==> config.mk <==
export PLATFORM = sky130hd
export DESIGN_NAME = ps2_rx_key
export DESIGN_NICKNAME = d
export VERILOG_FILES = /design/src/rtl/ps2_rx_key.sv
export SDC_FILE = /design/constraint.sdc
export NUM_CORES = 1
export LEC_CHECK = 0
export BUFFER_PORTS_ARGS = -buffer_cell sky130_fd_sc_hd__buf_2
export CAP_MARGIN = 25
export CORE_ASPECT_RATIO = 1.4
export CORE_MARGIN = 2
export CORE_UTILIZATION = 50
export CTS_BUF_LIST = sky130_fd_sc_hd__clkbuf_2 sky130_fd_sc_hd__clkbuf_4 sky130_fd_sc_hd__clkbuf_8
export DETAILED_ROUTE_END_ITERATION = 12
export PLACE_DENSITY = 0.71
export RECOVER_POWER = 100
export SYNTH_ARGS = -nofsm -noshare
export SYNTH_HDL_FRONTEND = slang
export SYNTH_SLANG_ARGS = --single-unit
==> constraint.sdc <==
create_clock -name clk_sys -period 2.01 [get_ports clk_sys]
set_input_delay 0.402 -clock clk_sys [delete_from_list [all_inputs] [get_ports clk_sys]]
set_output_delay 0.402 -clock clk_sys [all_outputs]
set_load 0.005 [all_outputs]
==> src/rtl/ps2_rx_key.sv <==
// PS/2 keyboard receiver: conditions the raw clock/data pins, deserialises
// 11-bit frames and folds E0/F0/E1 prefixes into one toggle-strobed key event.
module ps2_rx_key #(
  parameter int FILTER_LEN  = 8,
  parameter int TIMEOUT_CYC = 60000
) (
  input  logic        clk_sys,
  input  logic        reset_n,
  input  logic        ps2_clk,
  input  logic        ps2_data,
  output logic [10:0] ps2_key,
  output logic        err,
  output logic        busy
);

  localparam int TW = $clog2(TIMEOUT_CYC + 1);
  localparam logic [7:0]    FILT_MAX = 8'(FILTER_LEN);
  localparam logic [TW-1:0] TOUT_MAX = TW'(TIMEOUT_CYC);

  typedef enum logic [1:0] {IDLE, DATA, PARITY, STOP} state_t;

  // Valid/ready: none. byte_rdy_q and frame_err_q are single-cycle strobes
  // from the frame FSM to the prefix decoder; the wire rate guarantees the
  // decoder consumes each strobe before the next one can occur.

  logic          clk_s1_q, clk_s2_q, data_s1_q, data_s2_q;
  logic          filt_q, filt_d;
  logic [7:0]    fcnt_q, fcnt_d;
  logic          fall_q, fall_d;

  state_t        state_q;
  logic [2:0]    bit_cnt_q;
  logic [7:0]    shift_q;
  logic          par_q;
  logic [TW-1:0] tout_q;
  logic          byte_rdy_q;
  logic          frame_err_q;

  logic [10:0]   key_q, key_d;
  logic          err_q, err_d;
  logic          ext_q, ext_d;
  logic          rel_q, rel_d;
  logic [2:0]    skip_q, skip_d;

  // Filtered clock only moves after FILTER_LEN consecutive differing samples.
  always_comb begin
    filt_d = filt_q;
    fcnt_d = '0;
    fall_d = 1'b0;
    if (clk_s2_q != filt_q) begin
      if (fcnt_q + 8'd1 >= FILT_MAX) begin
        filt_d = clk_s2_q;
        fall_d = ~clk_s2_q;
      end else begin
        fcnt_d = fcnt_q + 8'd1;
      end
    end
  end

  always_ff @(posedge clk_sys or negedge reset_n) begin
    if (!reset_n) begin
      clk_s1_q  <= 1'b1;
      clk_s2_q  <= 1'b1;
      data_s1_q <= 1'b1;
      data_s2_q <= 1'b1;
      filt_q    <= 1'b1;
      fcnt_q    <= '0;
      fall_q    <= 1'b0;
    end else begin
      clk_s1_q  <= ps2_clk;
      clk_s2_q  <= clk_s1_q;
      data_s1_q <= ps2_data;
      data_s2_q <= data_s1_q;
      filt_q    <= filt_d;
      fcnt_q    <= fcnt_d;
      fall_q    <= fall_d;
    end
  end

  always_ff @(posedge clk_sys or negedge reset_n) begin
    if (!reset_n) begin
      state_q     <= IDLE;
      bit_cnt_q   <= '0;
      shift_q     <= '0;
      par_q       <= 1'b0;
      tout_q      <= '0;
      byte_rdy_q  <= 1'b0;
      frame_err_q <= 1'b0;
    end else begin
      byte_rdy_q  <= 1'b0;
      frame_err_q <= 1'b0;
      if (fall_q || state_q == IDLE) begin
        tout_q <= '0;
      end else if (tout_q != TOUT_MAX) begin
        tout_q <= tout_q + 1'b1;
      end
      if (fall_q) begin
        case (state_q)
          IDLE: begin
            if (!data_s2_q) begin
              state_q   <= DATA;
              bit_cnt_q <= '0;
            end else begin
              frame_err_q <= 1'b1;
            end
          end
          DATA: begin
            shift_q   <= {data_s2_q, shift_q[7:1]};
            bit_cnt_q <= bit_cnt_q + 3'd1;
            if (bit_cnt_q == 3'd7) state_q <= PARITY;
          end
          PARITY: begin
            par_q   <= data_s2_q;
            state_q <= STOP;
          end
          STOP: begin
            state_q <= IDLE;
            if (data_s2_q && ((^shift_q) ^ par_q)) byte_rdy_q  <= 1'b1;
            else                                   frame_err_q <= 1'b1;
          end
          default: state_q <= IDLE;
        endcase
      end else if (state_q != IDLE && tout_q == TOUT_MAX) begin
        state_q     <= IDLE;
        frame_err_q <= 1'b1;
      end
    end
  end

  // Prefix decoder; any error also discards half-assembled prefix state.
  always_comb begin
    key_d  = key_q;
    err_d  = frame_err_q;
    ext_d  = ext_q;
    rel_d  = rel_q;
    skip_d = skip_q;
    if (frame_err_q) begin
      ext_d  = 1'b0;
      rel_d  = 1'b0;
      skip_d = '0;
    end else if (byte_rdy_q) begin
      if (skip_q != 3'd0) begin
        skip_d = skip_q - 3'd1;
      end else if (shift_q == 8'hE1) begin
        skip_d = 3'd7;
      end else if (shift_q == 8'hE0) begin
        ext_d = 1'b1;
      end else if (shift_q == 8'hF0) begin
        rel_d = 1'b1;
      end else begin
        key_d = {~key_q[10], ~rel_q, ext_q, shift_q};
        ext_d = 1'b0;
        rel_d = 1'b0;
      end
    end
  end

  always_ff @(posedge clk_sys or negedge reset_n) begin
    if (!reset_n) begin
      key_q  <= '0;
      err_q  <= 1'b0;
      ext_q  <= 1'b0;
      rel_q  <= 1'b0;
      skip_q <= '0;
    end else begin
      key_q  <= key_d;
      err_q  <= err_d;
      ext_q  <= ext_d;
      rel_q  <= rel_d;
      skip_q <= skip_d;
    end
  end

  assign ps2_key = key_q;
  assign err     = err_q;
  assign busy    = (state_q != IDLE);

endmodule

==> impl_metrics.env, run 1 <==
export IMPL_max_clock_freq_mhz=520
export IMPL_fin_tns_setup_ns=0
export IMPL_grt_pass1_vias=2108
export IMPL_endpoint="state_q[0]"
export IMPL_vias=2015
export IMPL_antenna_found_initial=0
export IMPL_rows=33
export IMPL_path_buf_inv=0
export IMPL_root_buffer="clkbuf_8"
export IMPL_fin_ws_ns=0.0870
export IMPL_final_max_slew_viol_count=0
export IMPL_dieWidth_um=68.7
export IMPL_grt_max_degree=32
export IMPL_cts_buffers=9
export IMPL_hold_viol_final=0
export IMPL_power_total_mw=3.89
export IMPL_vdd_drop_max_mv=0.467
export IMPL_post_cts_buffers=0
export IMPL_maxSlewHeadroom_pct=33.3
export IMPL_ys_types=44
export IMPL_drive_above_1_share_pct=14.2
export IMPL_cpMostUsedCell="or4_1"
export IMPL_pin_count=17
export IMPL_dpl_worst_slack_ns=0.0920
export IMPL_cp_max_fo=5
export IMPL_drtPass1Iterations=4
export IMPL_r2r_end="state_q[0]"
export IMPL_via_per_inst=5.30
export IMPL_io_buffer_count=16
export IMPL_area_growth_pct=14.6
export IMPL_synth_top_family_by_area="simple AND/OR/NAND/NOR gates"
export IMPL_worstPathCellList="or4_1 > or4_1 > o22ai_1 > a22oi_1"
export IMPL_cts_sinks=63
export IMPL_syn_inst=272
export IMPL_crit_path_start="tout_q[8]"
export IMPL_synth_simple_area_share_pct=17.4
export IMPL_ys_seq_elements=63
export IMPL_syn_avg_cell_area_um2=10.8
export IMPL_min_period_ns=1.92
export IMPL_cts_resized_gates=0
export IMPL_coreArea_mm2=0.00578
export IMPL_rsz0062_at_grt="no"
export IMPL_p_leak_nw=1.51
export IMPL_hp_class="in2reg"
export IMPL_nets=326
export IMPL_synth_fa_ha_area_share_pct=7.25
export IMPL_synth_compound_area_share_pct=8.49
export IMPL_fin_crit_sh_pct=95.7
export IMPL_synth_xor_area_share_pct=5.37
export IMPL_drt_iter0_drc=62
export IMPL_worstPathRequired_ns=2.22
export IMPL_gp_congestion=0.776
export IMPL_async_flop_share_pct=100
export IMPL_grtUsageTotal_pct=18.9
export IMPL_ys_flop_type="dfrtp_1"
export IMPL_p_per_area_mw_per_mm2=1160
export IMPL_cp_top_family="simple AND/OR/NAND/NOR gates"
export IMPL_path_clk_slew_ns=0.07
export IMPL_synthMuxAreaShare_pct=4.52
export IMPL_worst_setup_path_end_kind="register"
export IMPL_cts_tree="done"
export IMPL_cp_depth=4
export IMPL_fill_cells=489
export IMPL_antenna_diode_count=0
export IMPL_r2r_start="tout_q[8]"
export IMPL_routedWlPerCell_um=13.4
export IMPL_cts_hold_fix_buffers=0
export IMPL_slowest_stage="or4_1"
export IMPL_synth_area_mm2=0.00293
export IMPL_final_cell_mix="dfrtp_1 (58), nand2_1 (29), nor2_1 (21)"
export IMPL_synth_edf_count=0
export IMPL_critPathKind="reg2reg"
export IMPL_slowest_delay_ns=0.63
export IMPL_crit_arrival_ns=2.13
export IMPL_cp_start_kind="register"
export IMPL_r2r_setup_slack_ns=0.09
export IMPL_ys_seq_area_share_pct=53.9
export IMPL_start_util_pct=50.8
export IMPL_final_common_cell="dfrtp_1"
export IMPL_max_cap_violations=0
export IMPL_worstRegToRegCells=4
export IMPL_routed_wl_mm=5.10
export IMPL_worst_pin_slew_ns=1.00
export IMPL_hpwl_mm=3.66
export IMPL_ant_nets=0
export IMPL_clock_path_buffers=2
export IMPL_clk_latency_ns=0.34
export IMPL_status="completed"
export IMPL_finClkSkew_ns=0.00790
export IMPL_die_h_um=94.6
export IMPL_grt_pass1_wl_mm=9.00
export IMPL_die_area_mm2=0.00651
export IMPL_htreeDepth=3
export IMPL_setup_violations=0
export IMPL_yosys_warnings=0
export IMPL_globalRouteOverflowTotal=0
export IMPL_route_detailed_drc=0
-- metal layers --
metal	up-vias	wire length, um	track usage (%)
li1	1005	-	-
met1	977	2080	20.5
met2	23	2800	33.3
met3	10	132	4.65
met4	0	92	9.15
met5	-	0	0
-- how the worst min path moves through the flow --
stage / to / cells after the start / start
2_1_floorplan: bit_cnt_q[0] / 0 / reset_n
3_3_place_gp: clk_s2_q / 0 / clk_s1_q
3_5_place_dp: clk_s2_q / 0 / clk_s1_q
4_1_cts: ps2_key[3] / 1 / reset_n
5_1_grt: data_s1_q / 1 / ps2_data
6_report: clk_s1_q / 1 / ps2_clk
-- cells in the mapped netlist (all sizes together), types with 3 or more instances --
library cell	count	area share (%)
a21oi	7	1.2
and3	4	0.85
and4	4	1.3
clkbuf	5	0.64
dfrtp	58	49
dfstp	5	4.5
ha	17	7.2
inv	15	1.9
mux2	10	3.8
nand2	29	3.7
nand2b	3	0.64
nand3	13	2.2
nor2	21	2.7
nor3	7	1.7
o21ai	19	3.2
o22ai	3	0.64
or3	3	0.64
xnor2	10	3.0
xor2	8	2.4
-- state kept, by name, indices dropped and copies added (netlist names), 2 cells and up --
signal and cells:
tout_q 16, skip_q 3, shift_q 8, ps2_key 11, state_q 2, fcnt_q 8, bit_cnt_q 3
-- cell type report --
cell class | count | area [um2] | area share [%]
clock buffers | 13 | 166 | 4.95
clock inverters | 3 | 65.1 | 1.94
inverters | 15 | 56.3 | 1.67
multi-input cells | 191 | 1280 | 38.2
flip-flops and latches | 63 | 1580 | 47.1
well taps | 70 | 87.6 | 2.61
repair buffers | 25 | 120 | 3.57
-- logic make-up (layout without fill, tap and decap cells) --
family / after synthesis / after routing
buffers and inverters: 22 / 56
AOI/OAI and AO/OA: 41 / 41
adders and majority gates: 17 / 17
muxes: 12 / 12
and+or+nand+nor: 98 / 98
other: 1 / 5
DFF: 63 / 63
xor gates and xnor gates: 18 / 18
-- through the flow --
step / hold WS, ns / utilization (%) / area, um2 / std cells
after floorplan: 0.106 / - / 2950 / 276
after global placement: 0.346 / 54.8 / 3170 / 364
after detailed placement: 0.347 / 54.8 / 3170 / 364
after CTS: 0.00937 / 58.8 / 3400 / 380
after global routing: 0.149 / 58.2 / 3360 / 380
final: 0.164 / 58.2 / 3360 / 380
-- report_power, final --
group	internal (mW)	switching [mW]
Clock	0.792	0.469
Sequential	1.47	0.176
Combinational	0.442	0.533
No activity file was read; power rests on OpenSTA's default activity.
==> run 2: changes to the inputs <==
Settings changed: BUFFER_PORTS_ARGS -buffer_cell sky130_fd_sc_hd__buf_2 to -buffer_cell sky130_fd_sc_hd__buf_4.
==> run 2 against run 1 <==
The run now ends with capacitance limit, slew limit left. Sequential share of layout area is 0.10 points lower. Die area stayed put. Critical endpoint is now tout_q[13]. Clock power is 19% lower. Largest cell class unchanged. Global-route usage is 0.56 points lower. Critical path type unchanged.
==> impl_metrics.env, run 2 (synthesis results as in run 1) <==
export IMPL_status="finished with violations"
export IMPL_violations="capacitance limit, slew limit"
export IMPL_htreeDepth=3
export IMPL_clock_path_buffers=2
export IMPL_grt_max_degree=33
export IMPL_min_path_cells=1
export IMPL_route_detailed_drc=0
export IMPL_path_clk_slew_ns=0.07
export IMPL_worstRegToRegCells=4
export IMPL_hold_viol_final=0
export IMPL_cts_sinks=63
export IMPL_vdd_drop_max_mv=0.599
export IMPL_r2r_end="tout_q[13]"
export IMPL_clk_latency_ns=0.34
export IMPL_rows=33
export IMPL_regArea_mm2=0.00158
export IMPL_grt_pass1_wl_mm=8.69
export IMPL_die_h_um=94.6
export IMPL_area_growth_pct=14.8
export IMPL_vias=1992
export IMPL_grt_pass1_vias=2011
export IMPL_cts_hold_fix_buffers=0
export IMPL_fin_crit_sh_pct=95.2
export IMPL_r2r_start="tout_q[2]"
export IMPL_setup_violations=0
export IMPL_drive_above_1_share_pct=17.2
export IMPL_start_util_pct=50.8
export IMPL_min_period_ns=1.91
export IMPL_cts_tree="done"
export IMPL_routedWlPerCell_um=13.5
export IMPL_drt_iter0_drc=122
export IMPL_finClkSkew_ns=0.0122
export IMPL_hold_start="ps2_data"
export IMPL_max_clock_freq_mhz=523
export IMPL_routed_wl_mm=5.13
export IMPL_worstPathRequired_ns=2.26
export IMPL_ant_nets=0
export IMPL_finish_utilization_pct=58.3
export IMPL_worst_pin_slew_ns=1.78
export IMPL_r2r_setup_slack_ns=0.1
export IMPL_worst_setup_path_end_kind="register"
export IMPL_maxSlewHeadroom_pct=-18.7
export IMPL_die_area_mm2=0.00651
export IMPL_rsz0062_at_grt="no"
export IMPL_gp_congestion=0.811
export IMPL_final_common_cell="dfrtp_1"
export IMPL_critPathKind="reg2reg"
export IMPL_cp_max_fo=8
export IMPL_hp_class="in2reg"
export IMPL_antenna_diode_count=0
export IMPL_antenna_found_initial=0
export IMPL_dieWidth_um=68.7
export IMPL_grtUsageTotal_pct=18.3
export IMPL_cp_start_kind="register"
export IMPL_cts_buffers=9
export IMPL_fin_tns_setup_ns=0
export IMPL_power_total_mw=3.67
export IMPL_io_buffer_count=16
export IMPL_final_max_slew_viol_count=32
export IMPL_largest_register="tout_q"
export IMPL_hpwl_mm=3.67
export IMPL_hold_path_end="data_s1_q"
export IMPL_drtPass1Iterations=4
export IMPL_p_leak_nw=1.53
export IMPL_multiInputGateArea_mm2=0.00128
export IMPL_placed_area_mm2=0.00320
export IMPL_pin_count=17
export IMPL_via_per_inst=5.26
export IMPL_max_cap_violations=1
export IMPL_root_buffer="clkbuf_8"
export IMPL_p_per_area_mw_per_mm2=1090
export IMPL_coreArea_mm2=0.00578
export IMPL_nets=325
export IMPL_globalRouteOverflowTotal=0
export IMPL_finalHoldWorstSlack_ns=0.178
export IMPL_crit_arrival_ns=2.16
export IMPL_final_cell_mix="dfrtp_1 (58), nand2_1 (29), nor2_1 (21)"
export IMPL_largest_reg_flops=16
export IMPL_final_area_mm2=0.00337
export IMPL_fill_cells=509
run 2: cell types whose count changed in the layout (fill, tap and decap cells not counted), sizes merged:
cell and delta:
buf -5, bufinv -2, clkbuf +6
run 2: worst max path at each step:
| stage | slack (ns) | to | startpoint |
|---|---|---|---|
| finish | 0.1 | tout_q[13] | tout_q[2] |
| floorplan | 0.14 | state_q[0] | tout_q[8] |
| global route | 0.02 | tout_q[9] | tout_q[2] |
| global placement | 0.11 | state_q[0] | tout_q[8] |
| CTS | 0.05 | state_q[0] | tout_q[8] |
| detailed placement | 0.04 | state_q[0] | tout_q[8] |
run 2: through the flow:
step / setup slack [ns] / instances
after floorplan: 0.143 / 276
after global placement: 0.112 / 363
after detailed placement: 0.0400 / 363
after CTS: 0.0452 / 379
after global routing: 0.0198 / 379
final: 0.0966 / 379
run 2: layout make-up:
class | count | share of cell area, %
clock buffers | 15 | 5.38
well taps | 70 | 2.60
clock inverters | 1 | 0.149
flip-flops and latches | 63 | 47.0
inverters | 15 | 1.67
multi-input cells | 191 | 38.0
repair buffers | 24 | 5.20
run 2: per-layer routing:
layer | vias up | track usage, % | wire (um)
met4 | 0 | 7.84 | 89
met2 | 23 | 31.6 | 2800
met1 | 963 | 20.5 | 2090
li1 | 999 | - | -
met3 | 7 | 5.36 | 143
met5 | - | 0 | 0
run 2: where the power goes:
group          leakage [nW]  internal [mW]  switching [mW]
sequential            0.828           1.47           0.178
combinational         0.604          0.473           0.523
clock                 0.101          0.569           0.453
run 2: critical path, cell delays in order (launching register included):
cell	delay (ns)
dfrtp_1	0.45
and3_1	0.24
or4b_1	0.63
or3_1	0.36
a21oi_1	0.15
run 2: repair_timing:
item                       CTS  global route
hold endpoints to repair     0             0
setup endpoints to repair    0             3
setup buffers                0             0
gates resized for setup      0             3
